### config.mk
export PLATFORM = sky130hd
export DESIGN_NAME = word40_assembler
export DESIGN_NICKNAME = d
export VERILOG_FILES = /design/src/rtl/word40_assembler_pkg.sv /design/src/rtl/word40_assembler_lane_sel.sv /design/src/rtl/word40_assembler.sv
export SDC_FILE = /design/constraint.sdc
export NUM_CORES = 1
export LEC_CHECK = 0
export ABC_AREA = 1
export CORE_ASPECT_RATIO = 0.9
export CORE_MARGIN = 5
export CORE_UTILIZATION = 24
export CTS_BUF_LIST = sky130_fd_sc_hd__clkbuf_8
export DETAILED_ROUTE_END_ITERATION = 16
export GPL_TIMING_DRIVEN = 0
export REMOVE_ABC_BUFFERS = 1
export SLEW_MARGIN = 30
export SYNTH_ARGS = -nofsm -noshare
export SYNTH_HDL_FRONTEND = slang
export SYNTH_SLANG_ARGS = --single-unit
export TNS_END_PERCENT = 5
### constraint.sdc
create_clock -name clk -period 4.11 [get_ports clk]
set_input_delay 0.411 -clock clk [delete_from_list [all_inputs] [get_ports clk]]
set_output_delay 0.411 -clock clk [all_outputs]
set_load 0.005 [all_outputs]
### src/rtl/word40_assembler_pkg.sv
// Shared constants and types for the 40-bit word assembler.
package word40_assembler_pkg;

  localparam int W40_BYTES = 5;
  localparam int W40_WIDTH = 40;
  localparam logic [7:0] PAD_DEFAULT = 8'hFF;

  typedef enum logic {
    FILL = 1'b0,
    EMIT = 1'b1
  } state_t;

  function automatic logic [W40_WIDTH-1:0] pad_word(input logic [7:0] pad);
    return {W40_BYTES{pad}};
  endfunction

endpackage

### src/rtl/word40_assembler_lane_sel.sv
// Decodes a byte index 0..4 into a one-hot lane write enable, honouring lane order.
module word40_assembler_lane_sel
  import word40_assembler_pkg::*;
#(
  parameter bit LSB_FIRST = 1'b1
) (
  input  logic [2:0]           idx,
  output logic [W40_BYTES-1:0] lane_en
);

  always_comb begin
    lane_en = '0;
    for (int k = 0; k < W40_BYTES; k++) begin
      if (idx == 3'(k)) begin
        lane_en[LSB_FIRST ? k : (W40_BYTES - 1 - k)] = 1'b1;
      end
    end
  end

endmodule

### src/rtl/word40_assembler.sv
// Packs a valid/ready byte stream into 40-bit words with a held write strobe;
// short words (in_last) leave their upper lanes at PAD_BYTE.
module word40_assembler
  import word40_assembler_pkg::*;
#(
  parameter bit         LSB_FIRST = 1'b1,
  parameter logic [7:0] PAD_BYTE  = PAD_DEFAULT
) (
  input  logic                 clk,
  input  logic                 rst,
  input  logic [7:0]           in_data,
  input  logic                 in_valid,
  input  logic                 in_last,
  output logic                 in_ready,
  output logic [W40_WIDTH-1:0] out_data,
  output logic [2:0]           out_count,
  output logic                 out_wr_en,
  input  logic                 out_ready
);

  state_t                 state, state_nxt;
  logic [2:0]             cnt, cnt_nxt;
  logic [2:0]             out_count_nxt;
  logic [W40_WIDTH-1:0]   data_nxt;
  logic [W40_WIDTH-1:0]   base;
  logic [2:0]             idx;
  logic [W40_BYTES-1:0]   lane_en;
  logic                   drain;
  logic                   accept;
  logic                   word_done;

  // A word being drained this cycle frees the lanes, so an incoming byte
  // restarts at lane 0 on a fresh pad background.
  assign drain     = (state == EMIT) & out_ready;
  assign accept    = in_valid & in_ready;
  assign idx       = (state == EMIT) ? 3'd0 : cnt;
  assign base      = (state == EMIT) ? pad_word(PAD_BYTE) : out_data;
  assign word_done = accept & ((idx == 3'd4) | in_last);

  word40_assembler_lane_sel #(
    .LSB_FIRST (LSB_FIRST)
  ) u_lane_sel (
    .idx     (idx),
    .lane_en (lane_en)
  );

  always_ff @(posedge clk or posedge rst) begin
    if (rst) begin
      state <= FILL;
    end else begin
      state <= state_nxt;
    end
  end

  always_comb begin
    state_nxt = state;
    if (word_done) begin
      state_nxt = EMIT;
    end else if (drain) begin
      state_nxt = FILL;
    end
  end

  always_comb begin
    in_ready  = (state == FILL) | drain;
    out_wr_en = (state == EMIT);
  end

  always_comb begin
    cnt_nxt       = cnt;
    out_count_nxt = out_count;
    data_nxt      = out_data;
    if (accept) begin
      for (int k = 0; k < W40_BYTES; k++) begin
        data_nxt[8*k +: 8] = lane_en[k] ? in_data : base[8*k +: 8];
      end
      if (word_done) begin
        cnt_nxt       = 3'd0;
        out_count_nxt = idx + 3'd1;
      end else begin
        cnt_nxt       = idx + 3'd1;
        out_count_nxt = 3'd0;
      end
    end else if (drain) begin
      data_nxt      = pad_word(PAD_BYTE);
      out_count_nxt = 3'd0;
    end
  end

  always_ff @(posedge clk or posedge rst) begin
    if (rst) begin
      cnt       <= 3'd0;
      out_count <= 3'd0;
      out_data  <= pad_word(PAD_BYTE);
    end else begin
      cnt       <= cnt_nxt;
      out_count <= out_count_nxt;
      out_data  <= data_nxt;
    end
  end

endmodule
==> qor.txt, run 1 <==
RSZ-0062 raised after global routing -> false
Vias in the first global route -> 1,989
Maximum net fanout on the critical path -> 12
Clock skew -> 7.26 ps
Clock buffer count from CTS -> 5
Setup CP Type -> reg -> reg
Antenna fix cells -> 0
Outcome -> finished, final reports clean
Synthesis-to-finish area growth -> 35.5%
Fmax -> 435 MHz
HP Class -> reg -> reg
Synth Warn # -> 0
Root Buffer -> clkbuf_8
CP Capture Type -> register
Mean Syn Cell Area -> 7.87 um2
Crit-path slowest cell -> o21ai_1
Die width -> 114 um
Cell Chain, Critical Path -> inv_2, nand2_1, inv_1, ha_1, ha_1, clkinv_1, o21ai_1, nor2_1, nor2_1
Initial antenna violation count -> 0
Worst Hold Depth -> 2
Largest net degree at the start of global routing -> 35
Final Non-Filler Cells -> 482
Synthesized flop and latch total -> 47
DRT Wirelength -> 6080 um
Final period util -> 0.559
Hold Slack -> 495 ps
Pwr Density -> 422 mW/mm2
Setup_tns -> 0 ps
Gr usage total -> 0.110
Startpoint Class -> register
Crit path largest cell delay -> 560 ps
Post-route ant nets -> 0
Gate Count Post-Synth -> 296
Max capacitance violation total -> 0
Die ar. -> 0.0118 mm2
Comb pwr share -> 0.293
Buffers added on ports -> 57
Clock net sink count -> 47
Pre-CTS setup slack -> 1840 ps
Worst setup margin -> 1810 ps
Synthesized area -> 0.00233 mm2
Detailed-route via count -> 1,900
Resized cells post-CTS -> 0
Worst VDD drop -> 130 uV
Fin. Hold Viols -> 0
Internal power -> 0.941 mW
WL per Instance -> 12.6 um
Site Rows -> 34
GRT overflow -> 0
Fillers -> 1,019
GP Congestion -> 0.796
Post-layout min period -> 2300 ps
Arr. time, crit path -> 2540 ps
Core area -> 0.00957 mm2
Post-CTS Setup Bufs -> 0
CTS H-tree lvls -> 2
Final setup vio count -> 0
Max clock buf depth -> 2
Starting DRT DRC Count -> 121
Clock Latency Late Sink -> 300 ps
Placed Cells -> 474
Count of unique library cells instantiated by Yosys -> 21
Worst-margin pin slew -> 634 ps
Sequential share of the synthesized area -> 0.527
CP required -> 4350 ps
DRC viols -> 0
Most frequent cells in the layout -> nand2_1 (88), inv_1 (68), clkdlybuf4s50_1 (57)
Commonest non-fill, non-tap cell in the layout -> nand2_1
Switching power -> 0.390 mW
CTS tree -> built
Power share of the clock group -> 0.231
DR vias/cell -> 3.94
Pins Over Slew Limit -> 0
Global-route wire length before repair -> 10,100 um
Post-CTS Hold Buffers -> 0
HPWL after DPL -> 4560 um
Pleak -> 1.61 nW
Drt pass-1 iters -> 4
IO Pins -> 58
Initial Util -> 0.243
Flop pwr share -> 0.476
Clock transition at path regs -> 90 ps
Sw Ratio -> 0.293
Post-layout util -> 0.330
Nets -> 373
Max transition margin -> 0.577
Share of layout cells above drive strength 1 -> 0.154
R2R cell count -> 9
Die height -> 103 um
-- power groups by stage --
| stage | combinational, mW | clock [mW] | sequential (mW) |
|---|---|---|---|
| 3_5_place_dp | 0.398 | 0 | 0.644 |
| 4_1_cts | 0.399 | 0.317 | 0.637 |
| 3_3_place_gp | 0.388 | 0 | 0.642 |
| 5_1_grt | 0.443 | 0.337 | 0.647 |
| 2_1_floorplan | 0.173 | 0 | 0.641 |
| 6_report | 0.390 | 0.307 | 0.634 |
-- flip-flops by register name, indices dropped and copies added (netlist names) --
| signal | count |
|---|---|
| out_data | 40 |
| out_count | 3 |
| cnt | 3 |
| out_wr_en | 1 |
-- synth_stat cells --
cell type,count,share of area
nand2_2,1,0.0027
dfrtp_1,7,0.075
o21ai_1,1,0.0021
clkbuf_1,3,0.0048
nand2_1,89,0.14
nand4_1,4,0.011
buf_4,2,0.0064
o21ai_0,2,0.0043
a21boi_2,3,0.015
inv_2,1,0.0016
nand3b_1,8,0.026
nand3_1,26,0.056
a21oi_1,1,0.0021
inv_1,68,0.11
clkinv_1,1,0.0016
buf_2,1,0.0021
dfstp_2,40,0.45
nor3_1,8,0.017
nor2_1,24,0.039
ha_1,5,0.027
and2_1,1,0.0027
-- cells by family after synthesis --
| kind of cell | count (synthesis) | share of synthesized area |
|---|---|---|
| DFF | 47 | 0.527 |
| adders and majority gates | 5 | 0.0269 |
| buffers and inverters | 76 | 0.126 |
| AOI/OAI and AO/OA | 7 | 0.0231 |
| and+or+nand+nor | 161 | 0.297 |
-- routing by layer --
metal | vias up | wire length [um] | part of all wire | global-route usage
li1 | 992 | - | - | -
met1 | 856 | 3010 | 0.49 | 0.146
met2 | 42 | 2680 | 0.44 | 0.178
met3 | 10 | 294 | 0.048 | 0.0279
met4 | 0 | 97 | 0.016 | 0.0347
met5 | - | 0 | 0 | 0
-- per-stage QoR --
stage               cell area [um2]  total power, mW
CTS                            3160             1.35
finish                         3160             1.33
floorplan                      2300            0.814
global route                   3160             1.43
global placement               3030             1.03
detailed placement             3060             1.04
-- worst paths after layout --
check | startpoint | end | slack [ps]
max in group asynchronous | rst | out_data[36] | 2990
min in group asynchronous | rst | out_data[14] | 880
setup / recovery | out_wr_en | out_data[25] | 1810
hold reg to reg | out_count[1] | out_count[1] | 490
hold / removal | out_count[1] | out_count[1] | 490
setup reg to reg | out_wr_en | out_data[25] | 1810
-- final cells by class --
class	instances	area, um2	area share
well taps	126	158	0.0500
clock inverters	1	3.75	0.00119
multi-input cells	173	811	0.257
clock buffers	7	96.3	0.0305
repair buffers	58	598	0.190
inverters	70	263	0.0833
flip-flops and latches	47	1230	0.389
-- worst max-delay path: cells and delay by family (launching register included) --
family,cells,cell delay (ps)
adders and majority gates,2,290
buffers and inverters,3,560
and+or+nand+nor,3,360
AOI/OAI and AO/OA,1,560
DFF,1,460
No activity file was read; power rests on OpenSTA's default activity.
==> run 2: changes to the inputs <==
Clock period 4.11 ns to 2.1 ns, I/O delays scaled along.
==> run 2 against run 1 <==
Compared with the run above:
- non-clock buffer count is 1 higher
- sequential power is 96% higher
- flip-flop and latch count stayed put
- largest power group unchanged
- clock power is 96% higher
- utilization is 0.39 points higher
- highest routed layer unchanged
- register-to-register slack worse by 1600 ps
- hold slack hardly changed
- critical path depth stayed put
- global-route usage hardly changed
- clock skew is 0.85 ps lower
- first-iteration DRC count is 2.5% higher
- maximum frequency is 22% higher
==> qor.txt, run 2 (synthesis results as in run 1) <==
RSZ-0062 raised after global routing -> false
Switching power -> 0.768 mW (+97%)
Core area -> 0.00957 mm2 (unchanged)
R2r setup slk -> 220 ps (-1590 ps)
Site Rows -> 34 (unchanged)
DR vias/cell -> 3.96 (+0.37%)
Met1 usage -> 0.145 (-0.000721)
Fmax -> 531 MHz (+22%)
WL per Instance -> 12.7 um (+0.22%)
Startpoint Class -> register
Root Buffer -> clkbuf_8
Gr busiest metal -> met2
Final period util -> 0.896 (+0.337)
Post-layout min period -> 1880 ps (-417 ps)
Final setup vio count -> 0 (unchanged)
Clock transition at path regs -> 90 ps (about the same)
Clock skew -> 6.40 ps (-0.851 ps)
Max transition margin -> 0.549 (-0.0279)
Outcome -> finished, final reports clean
FF/Latch Area -> 0.00123 mm2 (unchanged)
Global-route wire length before repair -> 10,100 um (+0.14%)
Share of layout cells above drive strength 1 -> 0.162 (+0.00797)
CP Capture Type -> register
Hold_sp -> out_count[1]
Max capacitance violation total -> 0 (unchanged)
Setup CP Type -> reg -> reg
Worst VDD drop -> 256 uV (+97%)
HP Class -> reg -> reg
Arr. time, crit path -> 2120 ps (-420 ps)
Post-CTS Hold Buffers -> 0 (unchanged)
Die height -> 103 um (unchanged)
Largest register FFs -> 40 (unchanged)
Biggest registers after layout -> out_data: 40 flops, cnt: 3 flops, out_count: 3 flops
Pins Over Slew Limit -> 0 (unchanged)
HPWL after DPL -> 4560 um (unchanged)
Clock buffer count from CTS -> 5 (unchanged)
Post-route ant nets -> 0 (unchanged)
Comb pwr share -> 0.296 (+0.003)
Max clock buf depth -> 2 (unchanged)
Internal power -> 1.85 mW (+96%)
Gr usage total -> 0.110 (+0.000124)
Most flops, register -> out_data
Pleak -> 1.62 nW (+0.85%)
Total chip power -> 2.62 mW (+97%)
Maximum net fanout on the critical path -> 12 (unchanged)
GRT overflow -> 0 (unchanged)
Power share of the clock group -> 0.230 (about the same)
Most frequent cells in the layout -> nand2_1 (88), inv_1 (68), clkdlybuf4s50_1 (57)
Nets -> 374 (+0.27%)
Detailed-route via count -> 1,911 (+0.58%)
Worst-margin pin slew -> 674 ps (+40.4 ps)
CP required -> 2340 ps (-2010 ps)
R2R cell count -> 9 (unchanged)
Worst Hold Endpoint -> out_count[1]
Worst r2r src -> out_wr_en
Pwr Density -> 819 mW/mm2 (+94%)
R2R Path End -> out_data[30]
Largest net degree at the start of global routing -> 35 (unchanged)
GRT met2 Usage -> 0.180 (+0.00136)
Synthesis-to-finish area growth -> 37.1%
Post-layout util -> 0.334 (+0.00392)
Die ar. -> 0.0118 mm2 (unchanged)
Die width -> 114 um (unchanged)
Area occupied by multi-input gates -> 822 um2 (+1.4%)
DRC viols -> 0 (unchanged)
Vias in the first global route -> 1,989 (unchanged)
Fin. Hold Viols -> 0 (unchanged)
IO Pins -> 58 (unchanged)
Buffers added on ports -> 57 (unchanged)
Initial antenna violation count -> 0 (unchanged)
Fillers -> 1,013 (-0.59%)
CTS tree -> built
Worst Hold Depth -> 2 (unchanged)
Starting DRT DRC Count -> 124 (+2.5%)
Sw Ratio -> 0.294 (+0.000781)
CTS H-tree lvls -> 2 (unchanged)
Clock Latency Late Sink -> 300 ps (about the same)
Met3 Use GR -> 0.0279 (unchanged)
DRT Wirelength -> 6110 um (+0.43%)
Drt pass-1 iters -> 4 (unchanged)
Clock net sink count -> 47 (unchanged)
GP Congestion -> 0.796 (unchanged)
Flop pwr share -> 0.475 (about the same)
Initial Util -> 0.243 (unchanged)
Antenna fix cells -> 0 (unchanged)
Commonest non-fill, non-tap cell in the layout -> nand2_1
-- run 2: changes by cell type in the layout (fill, tap and decap cells not counted) --
cell / previous run / this run
buf_12: 0 / 1
clkinv_1: 1 / 0
clkinvlp_4: 0 / 1
inv_2: 2 / 1
inv_4: 0 / 1
o21ai_1: 1 / 0
o21ai_4: 0 / 1
-- run 2: what timing repair did --
item	CTS	global route
endpoints found under the setup margin	8	9
gates resized for setup	2	2
pin swaps	1	1
buffers inserted	0	1
-- run 2: area by class of cell --
cell class                      count  area share
Tap cell                          126      0.0494
Clock inverter                      1     0.00118
Sequential cell                    47       0.384
Clock buffer                        7      0.0302
Inverter                           70      0.0842
Multi-Input combinational cell    173       0.257
Timing Repair Buffer               59       0.194
-- run 2: stage by stage --
| stage | cells | TNS [ps] | area [um2] | setup slack [ps] | hold WS (ps) |
|---|---|---|---|---|---|
| 4_1_cts | 482 | 0 | 3170 | 0.818 | 499 |
| 2_1_floorplan | 290 | 0 | 2300 | 255 | 363 |
| 6_report | 483 | 0 | 3190 | 218 | 494 |
| 3_3_place_gp | 473 | -2240 | 3030 | -176 | 471 |
| 3_5_place_dp | 474 | -1250 | 3060 | -173 | 478 |
| 5_1_grt | 483 | 0 | 3190 | 7.98 | 531 |
-- run 2: layer usage --
layer | vias up | share of wire | wire length [um]
met5 | - | 0 | 0
met4 | 0 | 0.016 | 97
met3 | 10 | 0.048 | 296
met2 | 41 | 0.45 | 2720
met1 | 865 | 0.49 | 3000
li1 | 995 | - | -
-- run 2: power groups by stage --
stage | Clock [mW] | Sequential (mW) | Combinational [mW]
floorplan | 0 | 1.26 | 0.339
global placement | 0 | 1.26 | 0.760
detailed placement | 0 | 1.26 | 0.778
CTS | 0.620 | 1.25 | 0.784
global route | 0.659 | 1.27 | 0.877
finish | 0.601 | 1.24 | 0.774
-- run 2: how the worst max path moves through the flow --
stage	start	endpoint	slack (ps)	cells after the start
after floorplan	out_wr_en	out_data[24]	250	9
after global placement	out_ready	out_data[28]	-180	5
after detailed placement	out_wr_en	out_data[25]	-170	9
after CTS	out_wr_en	out_data[30]	0.8	9
after global routing	out_wr_en	out_data[3]	8	8
final	out_wr_en	out_data[30]	220	9
-- run 2: worst max-delay path, cell delays in order, from the launching register on --
cell	delay [ps]
dfrtp_1	480
inv_4	160
nand2_1	130
inv_1	130
ha_1	150
ha_1	180
clkinvlp_4	150
o21ai_4	270
nor2_1	70
nor2_1	100
==> run 3: changes to the inputs <==
Settings changed: CTS_CLUSTER_DIAMETER set to 200, SLEW_MARGIN 30 to unset.
==> run 3 against run 2 <==
Compared with the run above:
- cell count is the same
- clock skew grew 2.3 ps
- utilization down 0.21 points
- maximum frequency grew 0.79%
- routed wire length stayed put
==> qor.txt, run 3 (synthesis results as in run 1) <==
Pins Over Slew Limit -> 0 (unchanged)
Most frequent cells in the layout -> nand2_1 (88), inv_1 (68), clkdlybuf4s50_1 (57)
Flop pwr share -> 0.475 (about the same)
Clock Latency Late Sink -> 300 ps (about the same)
Buffers added on ports -> 57 (unchanged)
Clock skew -> 8.75 ps (+2.35 ps)
Synthesis-to-finish area growth -> 36.3%
Launch point of the worst path -> out_wr_en
Initial Util -> 0.243 (unchanged)
Pleak -> 1.61 nW (-0.61%)
CTS tree -> built
Starting DRT DRC Count -> 97 (-22%)
Final Non-Filler Cells -> 483 (unchanged)
CP most frequent cell -> ha_1
DR vias/cell -> 4.02 (+1.7%)
Clock net sink count -> 47 (unchanged)
Post-CTS Hold Buffers -> 0 (unchanged)
Nets -> 374 (unchanged)
Fmax -> 535 MHz (+0.79%)
Crit path largest cell delay -> 470 ps (about the same)
Gr usage total -> 0.108 (-0.00198)
Final period util -> 0.889 (-0.00707)
Vias in the first global route -> 1,973 (-0.80%)
Post-layout min period -> 1870 ps (-14.8 ps)
Buf/Inv on CP -> 4 (+1)
Outcome -> finished, final reports clean
Max capacitance violation total -> 0 (unchanged)
GP Congestion -> 0.796 (unchanged)
Die width -> 114 um (unchanged)
Comb pwr share -> 0.293 (-0.003)
Biggest registers after layout -> out_data: 40 flops, cnt: 3 flops, out_count: 3 flops
Startpoint Class -> register
Post-route ant nets -> 0 (unchanged)
Clock transition at path regs -> 90 ps (about the same)
Top Family by Delay on Critical Path -> buffers and inverters
Fin. Hold Viols -> 0 (unchanged)
CTS H-tree lvls -> 2 (unchanged)
Largest net degree at the start of global routing -> 39 (+11%)
Arr. time, crit path -> 2100 ps (-20 ps)
Root Buffer -> clkbuf_8
WL per Instance -> 12.7 um (unchanged)
Worst VDD drop -> 307 uV (+20%)
Die height -> 103 um (unchanged)
Initial antenna violation count -> 0 (unchanged)
RSZ-0062 raised after global routing -> false
HP Class -> in -> async
Share of layout cells above drive strength 1 -> 0.162 (unchanged)
Power share of the clock group -> 0.232 (+0.002)
Antenna fix cells -> 0 (unchanged)
Setup CP Type -> reg -> reg
Crit-path slowest cell -> dfrtp_1
Clock buffer count from CTS -> 5 (unchanged)
HPWL after DPL -> 4550 um (-0.18%)
Worst r2r src -> out_wr_en
Max transition margin -> 0.552 (+0.00305)
DRC viols -> 0 (unchanged)
DRT Wirelength -> 6110 um (unchanged)
GRT overflow -> 0 (unchanged)
Detailed-route via count -> 1,943 (+1.7%)
Hold Slack -> 367 ps (-127 ps)
Most flops, register -> out_data
Sw Ratio -> 0.295 (+0.00138)
Commonest non-fill, non-tap cell in the layout -> nand2_1
Cell Chain, Critical Path -> inv_4, nand2_1, inv_1, ha_1, ha_1, clkinvlp_4, buf_4, nor3_1, nor2_1
Post-layout util -> 0.332 (-0.00209)
Final setup vio count -> 0 (unchanged)
Largest register FFs -> 40 (unchanged)
Global-route wire length before repair -> 10,100 um (-0.28%)
CP Capture Type -> register
Core area -> 0.00957 mm2 (unchanged)
Max clock buf depth -> 2 (unchanged)
Site Rows -> 34 (unchanged)
Placed Cells -> 474 (unchanged)
Drt pass-1 iters -> 4 (unchanged)
Die ar. -> 0.0118 mm2 (unchanged)
IO Pins -> 58 (unchanged)
CP required -> 2330 ps (about the same)
Internal power -> 1.84 mW (-0.20%)
Maximum net fanout on the critical path -> 12 (unchanged)
Worst-margin pin slew -> 669 ps (-4.56 ps)
Switching power -> 0.772 mW (+0.46%)
Pwr Density -> 825 mW/mm2 (+0.63%)
## run 3: changes by cell type in the layout (fill, tap and decap cells not counted)
cell | previous run | this run
buf_4 | 0 | 1
buf_16 | 1 | 0
## run 3: metal layers
layer / vias up / part of all wire / track usage
met3: 2 / 0.055 / 0.0273
met1: 908 / 0.49 / 0.147
li1: 994 / - / -
met4: 0 / 0.0038 / 0.0164
met2: 39 / 0.46 / 0.180
met5: - / 0 / 0
## run 3: worst paths after layout
kind | endpoint | slack (ps) | cells after the start
max reg2reg | out_data[29] | 230 | 9
min in group clk | out_count[0] | 500 | 2
max in group asynchronous | out_data[6] | 1410 | 3
min reg2reg | out_count[0] | 500 | 2
min | out_data[14] | 370 | 2
max | out_data[29] | 230 | 9
## run 3: layout make-up
cell class	count	area, um2
clock inverter	1	3.75
fill	1010	6400
sequential	47	1230
timing repair buffer	59	598
tap	126	158
clock buffer	7	96.3
inverter	70	269
multi-input combinational	173	822
## run 3: timing repair
action,4_1_cts,5_1_grt
gates cloned,0,0
endpoints found under the setup margin,8,8
buffers inserted,0,1
resized for setup,2,3
pin swaps,0,1
## run 3: worst reg2reg max path, delay by kind of cell, from the launching register on
family,cells,cell delay [ps]
adder cells (fa/ha/maj),2,330
flip-flops,1,470
buffers and inverters,4,600
AND/OR/NAND/NOR,3,410
## run 3: metrics by stage
stage	total power [mW]	TNS (ps)	setup slack (ps)	area [um2]
3_5_place_dp	2.04	-1750	-225	3050
2_1_floorplan	1.59	0	255	2300
4_1_cts	2.65	0	12.3	3160
3_3_place_gp	2.02	-2240	-176	3030
5_1_grt	2.79	0	38.9	3170
6_report	2.62	0	232	3170
## run 3: power groups by stage
| stage | clock network [mW] | registers, mW | logic, mW |
|---|---|---|---|
| after detailed placement | 0 | 1.26 | 0.777 |
| final | 0.607 | 1.24 | 0.767 |
| after CTS | 0.619 | 1.25 | 0.784 |
| after global routing | 0.656 | 1.27 | 0.872 |
| after floorplan | 0 | 1.26 | 0.339 |
| after global placement | 0 | 1.26 | 0.760 |
